<file path="src/rtl/forward_ctrl_unit_pkg.sv">
// rtl/forward_ctrl_unit_pkg.sv - shared pipeline types and forwarding select codes
package forward_ctrl_unit_pkg;

    localparam int REG_AW = 5;

    localparam logic [1:0] FWD_RF    = 2'b00;
    localparam logic [1:0] FWD_EXMEM = 2'b01;
    localparam logic [1:0] FWD_MEMWB = 2'b10;

    typedef struct packed {
        logic              valid;
        logic [REG_AW-1:0] rd;
        logic              regwrite;
        logic              memread;
    } stage_rec_t;

    // r0 is hard-wired zero, so a write to it never produces a forwardable value
    function automatic logic producer_hit(input logic              wr,
                                          input logic [REG_AW-1:0] rd,
                                          input logic [REG_AW-1:0] src);
        return wr && (rd == src) && (rd != '0);
    endfunction

endpackage

</file>
<file path="src/rtl/forward_ctrl_unit_if.sv">
// rtl/forward_ctrl_unit_if.sv - ID-stage hazard bus between pipeline and forwarding unit
interface forward_ctrl_unit_if #(
    parameter int CNT_W = 16
);
    import forward_ctrl_unit_pkg::*;

    logic              id_valid_i;
    logic [REG_AW-1:0] id_rs_i;
    logic [REG_AW-1:0] id_rt_i;
    logic [REG_AW-1:0] id_rd_i;
    logic              id_regwrite_i;
    logic              id_memread_i;
    logic              flush_i;
    logic [1:0]        fwd_a_o;
    logic [1:0]        fwd_b_o;
    logic              stall_o;
    logic [CNT_W-1:0]  stall_cnt_o;

    modport master (
        output id_valid_i, id_rs_i, id_rt_i, id_rd_i, id_regwrite_i, id_memread_i, flush_i,
        input  fwd_a_o, fwd_b_o, stall_o, stall_cnt_o
    );

    modport slave (
        input  id_valid_i, id_rs_i, id_rt_i, id_rd_i, id_regwrite_i, id_memread_i, flush_i,
        output fwd_a_o, fwd_b_o, stall_o, stall_cnt_o
    );

endinterface

</file>
<file path="src/rtl/forward_ctrl_unit_fwd_match.sv">
// rtl/forward_ctrl_unit_fwd_match.sv - select code for one source operand against EX/MEM producers
module fwd_match
    import forward_ctrl_unit_pkg::*;
(
    input  logic [REG_AW-1:0] src_i,
    input  logic              ex_wr_i,
    input  logic [REG_AW-1:0] ex_rd_i,
    input  logic              mem_wr_i,
    input  logic [REG_AW-1:0] mem_rd_i,
    output logic [1:0]        sel_o
);

    // The EX producer is the newer one, so it shadows an older MEM write to the same rd
    always_comb begin
        sel_o = FWD_RF;
        if (producer_hit(ex_wr_i, ex_rd_i, src_i)) begin
            sel_o = FWD_EXMEM;
        end else if (producer_hit(mem_wr_i, mem_rd_i, src_i)) begin
            sel_o = FWD_MEMWB;
        end
    end

endmodule

</file>
<file path="src/rtl/forward_ctrl_unit.sv">
// rtl/forward_ctrl_unit.sv - forwarding select and load-use stall controller for the 5-stage pipeline
module forward_ctrl_unit
    import forward_ctrl_unit_pkg::*;
#(
    parameter int CNT_W = 16
) (
    input  logic                clk_i,
    input  logic                rst_i,
    forward_ctrl_unit_if.slave  bus
);

    stage_rec_t        ex_q, ex_d;
    logic              mem_valid_q, mem_regwrite_q;
    logic [REG_AW-1:0] mem_rd_q;
    logic [1:0]        fwd_a_q, fwd_a_d, fwd_b_q, fwd_b_d;
    logic [1:0]        sel_a, sel_b;
    logic [CNT_W-1:0]  cnt_q, cnt_d;
    logic              stall, bubble, ex_wr, mem_wr;

    assign ex_wr  = ex_q.valid & ex_q.regwrite;
    assign mem_wr = mem_valid_q & mem_regwrite_q;

    // A flushed ID instruction is dead, so it can never be the consumer of a load
    assign stall = bus.id_valid_i & ex_q.valid & ex_q.memread & ~bus.flush_i
                 & (ex_q.rd != '0)
                 & ((ex_q.rd == bus.id_rs_i) | (ex_q.rd == bus.id_rt_i));

    assign bubble = stall | bus.flush_i | ~bus.id_valid_i;

    fwd_match u_match_a (
        .src_i    (bus.id_rs_i),
        .ex_wr_i  (ex_wr),
        .ex_rd_i  (ex_q.rd),
        .mem_wr_i (mem_wr),
        .mem_rd_i (mem_rd_q),
        .sel_o    (sel_a)
    );

    fwd_match u_match_b (
        .src_i    (bus.id_rt_i),
        .ex_wr_i  (ex_wr),
        .ex_rd_i  (ex_q.rd),
        .mem_wr_i (mem_wr),
        .mem_rd_i (mem_rd_q),
        .sel_o    (sel_b)
    );

    always_comb begin
        ex_d    = '0;
        fwd_a_d = FWD_RF;
        fwd_b_d = FWD_RF;
        if (!bubble) begin
            ex_d.valid    = 1'b1;
            ex_d.rd       = bus.id_rd_i;
            ex_d.regwrite = bus.id_regwrite_i;
            ex_d.memread  = bus.id_memread_i;
            fwd_a_d       = sel_a;
            fwd_b_d       = sel_b;
        end
        cnt_d = cnt_q;
        if (stall && (cnt_q != '1)) begin
            cnt_d = cnt_q + 1'b1;
        end
    end

    always_ff @(posedge clk_i or posedge rst_i) begin
        if (rst_i) begin
            ex_q           <= '0;
            mem_valid_q    <= 1'b0;
            mem_regwrite_q <= 1'b0;
            mem_rd_q       <= '0;
            fwd_a_q        <= FWD_RF;
            fwd_b_q        <= FWD_RF;
            cnt_q          <= '0;
        end else begin
            ex_q           <= ex_d;
            mem_valid_q    <= ex_q.valid;
            mem_regwrite_q <= ex_q.regwrite;
            mem_rd_q       <= ex_q.rd;
            fwd_a_q        <= fwd_a_d;
            fwd_b_q        <= fwd_b_d;
            cnt_q          <= cnt_d;
        end
    end

    assign bus.fwd_a_o     = fwd_a_q;
    assign bus.fwd_b_o     = fwd_b_q;
    assign bus.stall_o     = stall;
    assign bus.stall_cnt_o = cnt_q;

endmodule

</file>
<file path="src/flat_wrapper.sv">
// flat-port wrapper written by rule: the top's interface ports become plain ports
module forward_ctrl_unit_flat import forward_ctrl_unit_pkg::*;
#(
    parameter int CNT_W = 16
)
  (clk_i, rst_i, bus_id_valid_i, bus_id_rs_i, bus_id_rt_i, bus_id_rd_i, bus_id_regwrite_i, bus_id_memread_i, bus_flush_i, bus_fwd_a_o, bus_fwd_b_o, bus_stall_o, bus_stall_cnt_o);
  forward_ctrl_unit_if #(.CNT_W(CNT_W)) bus_i ();
  input  logic clk_i;
  input  logic rst_i;
  input wire logic [$bits(bus_i.id_valid_i)-1:0] bus_id_valid_i;
  input wire logic [$bits(bus_i.id_rs_i)-1:0] bus_id_rs_i;
  input wire logic [$bits(bus_i.id_rt_i)-1:0] bus_id_rt_i;
  input wire logic [$bits(bus_i.id_rd_i)-1:0] bus_id_rd_i;
  input wire logic [$bits(bus_i.id_regwrite_i)-1:0] bus_id_regwrite_i;
  input wire logic [$bits(bus_i.id_memread_i)-1:0] bus_id_memread_i;
  input wire logic [$bits(bus_i.flush_i)-1:0] bus_flush_i;
  output wire logic [$bits(bus_i.fwd_a_o)-1:0] bus_fwd_a_o;
  output wire logic [$bits(bus_i.fwd_b_o)-1:0] bus_fwd_b_o;
  output wire logic [$bits(bus_i.stall_o)-1:0] bus_stall_o;
  output wire logic [$bits(bus_i.stall_cnt_o)-1:0] bus_stall_cnt_o;
  assign bus_i.id_valid_i = bus_id_valid_i;
  assign bus_i.id_rs_i = bus_id_rs_i;
  assign bus_i.id_rt_i = bus_id_rt_i;
  assign bus_i.id_rd_i = bus_id_rd_i;
  assign bus_i.id_regwrite_i = bus_id_regwrite_i;
  assign bus_i.id_memread_i = bus_id_memread_i;
  assign bus_i.flush_i = bus_flush_i;
  assign bus_fwd_a_o = bus_i.fwd_a_o;
  assign bus_fwd_b_o = bus_i.fwd_b_o;
  assign bus_stall_o = bus_i.stall_o;
  assign bus_stall_cnt_o = bus_i.stall_cnt_o;
  forward_ctrl_unit #(.CNT_W(CNT_W)) u_core (.clk_i(clk_i), .rst_i(rst_i), .bus(bus_i));
endmodule
</file>
<file path="config.mk">
export PLATFORM = sky130hd
export DESIGN_NAME = forward_ctrl_unit_flat
export DESIGN_NICKNAME = d
export VERILOG_FILES = /design/src/rtl/forward_ctrl_unit_pkg.sv /design/src/rtl/forward_ctrl_unit_if.sv /design/src/rtl/forward_ctrl_unit_fwd_match.sv /design/src/rtl/forward_ctrl_unit.sv /design/src/flat_wrapper.sv
export SDC_FILE = /design/constraint.sdc
export NUM_CORES = 1
export LEC_CHECK = 0
export BUFFER_PORTS_ARGS = -buffer_cell sky130_fd_sc_hd__buf_2
export CAP_MARGIN = 40
export CORE_ASPECT_RATIO = 1.4
export CORE_MARGIN = 4
export CORE_UTILIZATION = 35
export DETAILED_ROUTE_END_ITERATION = 6
export SLEW_MARGIN = 10
export SYNTH_ARGS = -nofsm -noshare
export SYNTH_HDL_FRONTEND = slang
export SYNTH_HIERARCHICAL = 1
export SYNTH_SLANG_ARGS = --single-unit
</file>
<file path="constraint.sdc">
create_clock -name clk_i -period 3.1 [get_ports clk_i]
set_input_delay 0.155 -clock clk_i [delete_from_list [all_inputs] [get_ports clk_i]]
set_output_delay 0.155 -clock clk_i [all_outputs]
set_load 0.05 [all_outputs]
</file>
* Word-level counts from Yosys, hierarchy flattened *
Cells that the tools add are included.

storage, ports and cells
  bits in registers = 35
  output and inout port bits = 21

operators by class
  add/subtract/negate cells = 1
  equal/unequal tests = 5
  multiplexer cells = 7
  bitwise logic cells = 12
  reductions and logical operators = 11

operators by type and width
  operator                                       count
  == test 5 bit                                  4
  adder 16 x 1 -> 16 bit, second input constant  1
  != test 16 bit, second input constant          1
  two-way mux 2 bit                              6
  nonzero test 5 bit                             2
  logical AND 1 bit                              9
  two-way mux 8 bit                              1
  bitwise AND 1 bit                              7
  bitwise OR 1 bit                               3
  inverter 1 bit                                 2

* Depth between registers and ports, before layout *
  depth in word-level cells = 8
  mapped depth = 6
  mapped depth without buffers = 6

* By module *
Netlist, hierarchy kept.

modules (own cells, without submodules)
  module             times used  cells each  area each (µm²)  seq. area each (µm²)
  forward_ctrl_unit  1           127         1544.0           875.8
  fwd_match          2           20          151.4            0.0

* Worst setup path after synthesis *
Ideal clock, no wire load.

  path kind = reg-to-reg
  start point = register u_core.cnt_q[0], in the netlist u_core/bus.stall_cnt_o[0]
  end point = register u_core.cnt_q[1], in the netlist u_core/bus.stall_cnt_o[1]
  library setup time = 0.125 ns
  arrival = 2.075 ns
  data required time = 2.975 ns
  setup slack = 0.901 ns
  stages on the path, launching flop included = 7
  path buffers = 0
  clock period less this slack = 2.199 ns
  cells stage by stage = dfrtp_1 ha_1 nand4_1 nor4_1 nor2_2 nand2_1 mux2_2

between the ends
  cells in the longest elaborated chain, start to end = 2

RTL lines
  item                                                            line                     text
  start: declaration                                              forward_ctrl_unit.sv:17  logic [CNT_W-1:0] cnt_q, cnt_d;
  start signal: assignment                                        forward_ctrl_unit.sv:82  cnt_q <= cnt_d;
  branches (longest 2 deep; another with adder 16 x 1 -> 16 bit)  -

Several ways; the timed one is not identified.
A chain may end at the register's enable or synchronous reset.

* Worst setup path after layout *
  start point = register u_core/ex_q[2] (netlist bit)
  end point = output bus_stall_o

between the ends
  cells in the longest elaborated chain, start to end = 3

RTL lines
  item                                                   line                                              text
  start: declaration                                     forward_ctrl_unit.sv:12                           stage_rec_t ex_q, ex_d;
  start signal: assignment                               forward_ctrl_unit.sv:68                           ex_q <= '0;
  start signal: assignment                               forward_ctrl_unit.sv:76                           ex_q <= ex_d;
  == test 5 bit or nonzero test 5 bit (tied branches)    forward_ctrl_unit.sv:26, forward_ctrl_unit.sv:25
  bitwise OR 1 bit or bitwise AND 1 bit (tied branches)  forward_ctrl_unit.sv:26, forward_ctrl_unit.sv:25
  bitwise AND 1 bit *                                    forward_ctrl_unit.sv:26                           & ((ex_q.rd == bus.id_rs_i) | (ex_q.rd == bus.id_rt_i));
  end: declaration                                       flat_wrapper.sv:19                                output wire logic [$bits(bus_i.stall_o)-1:0] bus_stall_o;

Mark *: on every way between the ends. The rest lies on a longest branch, timed or not.

==> results.txt <==
* Instance area after placement: 0.00215 mm^2
- Setup TNS Final: 0 ns
- The number of nets handed over by synthesis was 189.
- Number of slew-limit violations in the final report: 0
* Commonest cells post-synth: 35 x sky130_fd_sc_hd__dfrtp_1, 35 x sky130_fd_sc_hd__xnor2_1, 17 x sky130_fd_sc_hd__nand3_1
- Worst Tran Pin Value: 0.723 ns
- After legalization and detailed placement, the total HPWL measured 3080 um.
* Hold_ws: 0.0902 ns
* Source-to-sink clock delay at the later pin of the worst-skew pair: 0.28 ns
* Max IR drop VDD: roughly 0.00017 V
- Area share of the largest cell type after synthesis: 47.4%
* Gr usage total: between 10% and 20%
* Per-cell via count in the routed design: 4.95
- Endpoint of the worst-slack reg-to-reg timing path: u_core/ex_q[4]
* Fin. Hold Viols: 0
- In this run the worst hold path is classified as in -> reg.
- For this run, asynchronously set or reset flops after synthesis account for 100%.
- DRC violations left: 0
* Initial DRC Count: 54
- Initial antenna violation count: 0
* Layout Utilization: 43.5%
- Startpoint-to-endpoint class of the critical path: reg -> out
* Finished Layout Cells: 283
- TritonCTS built the clock tree.
* Final Cycle Share: between 70% and 80%
- Global-route wire length before repair: 7010 um
- Worst slack at placement: between 0.9 and 1 ns
- Remaining number of nets flagged by the antenna check after routing: 0
- Sink Count: 35
- Input and output buffers added on the ports amount to 41.
- The worst path needs about 2.4 ns of the cycle, external delays included.
- Die Span Y: around 94 um
- The routed layout has 1401 vias.
* Cell area after synthesis: 0.00185 mm^2
- Worst path arrival time: 2.29 ns
- Horizontal die dimension: 69.4 um
- Core box area: 0.00516 mm^2
- For this run, the slowest stage of the critical path takes 0.62 ns.
* Reported leakage power: approximately 1 nW
- Filler cells: 510
- R2R depth: 5
- In this run the number of H-tree levels came out at 2.
- Bufs on Longest Clock Path: 2
- Required time reported for the critical path endpoint: 2.94 ns
- Pwr Total: between 0.8 and 0.9 mW
- Fraction of layout instances using a drive strength above 1: between 30% and 40%
- In this run the worst path has a maximum fanout of 17.
- Fin area: approximately 0.0022 mm^2
- Traced cell by cell, the critical path runs through xnor2_1 > nand3_1 > o22ai_2 > and2_2 > buf_2.
- Reg-to-reg startpoint: u_core/ex_q[2]
- Final worst-path setup slack: roughly 0.66 ns
- The floorplan has 31 rows.
- Leading cell types by total area after synthesis: sky130_fd_sc_hd__dfrtp_1 47%, sky130_fd_sc_hd__xnor2_1 17%, sky130_fd_sc_hd__and2_2 4.9%
- Outcome: finished clean
- In this run the mean area of a mapped cell was approximately 11 um^2.
- Clock transition at the registers of the reported paths: approximately 0.070 ns
- # diodes: 0
* Drt wl/cell: 14.4 um
- Relative to the synthesized area, the layout overhead comes to 21.5%.
- Entering global routing, the biggest net connects 19 pins.
- For this run, the register share of the synthesized area comes to between 40 and 50%.
* Hold path start: bus_id_rd_i[3]
- Post-CTS timing repair inserted 0 buffers for setup.
- Buffer type at the clock tree root: sky130_fd_sc_hd__clkbuf_8
- 42 I/O pins were placed.
- Counting tap cells, the placed design contains a total of 274 instances.
- Setup repair after global routing missed its margin: false
- The worst setup path is launched from a register.
* Power density over the cells: 395 mW/mm^2
- The most used flip-flop cell after synthesis is sky130_fd_sc_hd__dfrtp_1.
- Measured against its own limit, the worst slew margin works out to 51.8%.
* Number of global-route vias before repair: 1474
- Of all cell types, the one taking the most synthesized area is sky130_fd_sc_hd__dfrtp_1.
- The routed design has 4080 um of wire.
- Number of synthesis warnings: 6
* Floorplan die area: 0.00652 mm^2
- Cell count of the worst hold path: 2
- The path with the worst hold slack has its endpoint at u_core/ex_q[5].
- TritonCTS Buffers: 5
* Crit. End Element: primary output
- Post-CTS repair changed the size of 0 cells.
* Count of flip-flops with a built-in enable after synthesis: 0
- The first detailed-routing pass took 4 iterations.
- Highest Clock Rate: 409 MHz
- Final-report setup violation count: 0
- The initial utilization of the core area, before any placement, comes to 35.8%.
- Max-capacitance violation count: 0
- Reg2Reg Setup Slack: 0.96 ns
- Slowest CP cell: sky130_fd_sc_hd__o22ai_2
- Gpl congestion: 0.806
* Post-synthesis instance total: 167
* Number of nets in the final layout: 238
* Netlist cell types: 31
- Worst Skew: 0.00907 ns
- Number of register bits inferred by synthesis: 35
* Overflow left after global routing: 0
-- routing by layer --
metal / share of wire (%) / up-vias / routed length, um / GRT usage [%]
met5: 0 / - / 0 / 0
met3: 6.9 / 4 / 280 / 3.43
met1: 39 / 670 / 1610 / 15.6
met2: 53 / 48 / 2150 / 24.2
li1: - / 679 / - / -
met4: 0.98 / 0 / 40 / 4.89
-- worst max-delay path: cells and delay by family (launching register included) --
family | cells | cell delay (ns)
compound gates | 1 | 0.62
flops | 1 | 0.58
simple gates | 2 | 0.37
buf+inv | 1 | 0.26
xor+xnor | 1 | 0.17
-- what timing repair did --
| item | CTS | global route |
|---|---|---|
| setup endpoints to repair | 0 | 0 |
| hold endpoints to repair | 9 | 0 |
| hold buffers | 1 | 0 |
-- final cells by class --
| type | count | area (um^2) | share of cell area, % |
|---|---|---|---|
| Multi-Input combinational cell | 128 | 947 | 42.2 |
| Timing Repair Buffer | 44 | 250 | 11.1 |
| Clock buffer | 7 | 76.3 | 3.40 |
| Clock inverter | 1 | 5.00 | 0.223 |
| Sequential cell | 35 | 876 | 39.0 |
| Tap cell | 66 | 82.6 | 3.68 |
| Inverter | 2 | 7.51 | 0.334 |
-- report_power, final --
part	total, mW	internal, mW	switching, mW
clock network	0.317	0.158	0.159
logic	0.0933	0.0455	0.0479
registers	0.478	0.464	0.0130
-- logic make-up after synthesis --
group                      share of synthesized area, %
AOI/OAI and AO/OA                                  7.18
xor gates and xnor gates                           19.4
adders and majority gates                         0.677
buffers and inverters                              1.29
DFF                                                47.4
muxes                                             0.610
and+or+nand+nor                                    23.4
-- cells in the final DEF, fill, tap and decap left out, types with 3 or more instances in the layout --
master	n
sky130_fd_sc_hd__and2_1	3
sky130_fd_sc_hd__nor3_1	6
sky130_fd_sc_hd__buf_2	41
sky130_fd_sc_hd__nand4_1	7
sky130_fd_sc_hd__and2_2	12
sky130_fd_sc_hd__nor2_1	4
sky130_fd_sc_hd__nand2_1	10
sky130_fd_sc_hd__nor4_1	4
sky130_fd_sc_hd__xor2_1	6
sky130_fd_sc_hd__and3_1	5
sky130_fd_sc_hd__xnor2_1	35
sky130_fd_sc_hd__clkbuf_8	5
sky130_fd_sc_hd__nand3_1	17
sky130_fd_sc_hd__dfrtp_1	35
-- worst max-delay path by stage --
stage	from	end	slack (ns)	cells past startpoint
CTS	u_core/ex_q[2]	bus_stall_o	0.65	5
global placement	u_core/ex_q[3]	u_core/ex_q[4]	0.99	5
detailed placement	u_core/ex_q[3]	u_core/ex_q[4]	0.96	5
global route	u_core/ex_q[2]	bus_stall_o	0.46	5
floorplan	u_core/bus.stall_cnt_o[0]	u_core/bus.stall_cnt_o[1]	0.90	6
finish	u_core/ex_q[2]	bus_stall_o	0.66	5
-- state kept, by name, indices dropped and copies added (netlist names) --
signal and count:
u_core/ex_q 8, u_core/bus.fwd_a_o 2, u_core/bus.fwd_b_o 2, u_core/mem_rd_q 5, u_core/mem_valid_q 1, u_core/mem_regwrite_q 1
u_core/bus.stall_cnt_o 16
No activity file was read; power rests on OpenSTA's default activity.
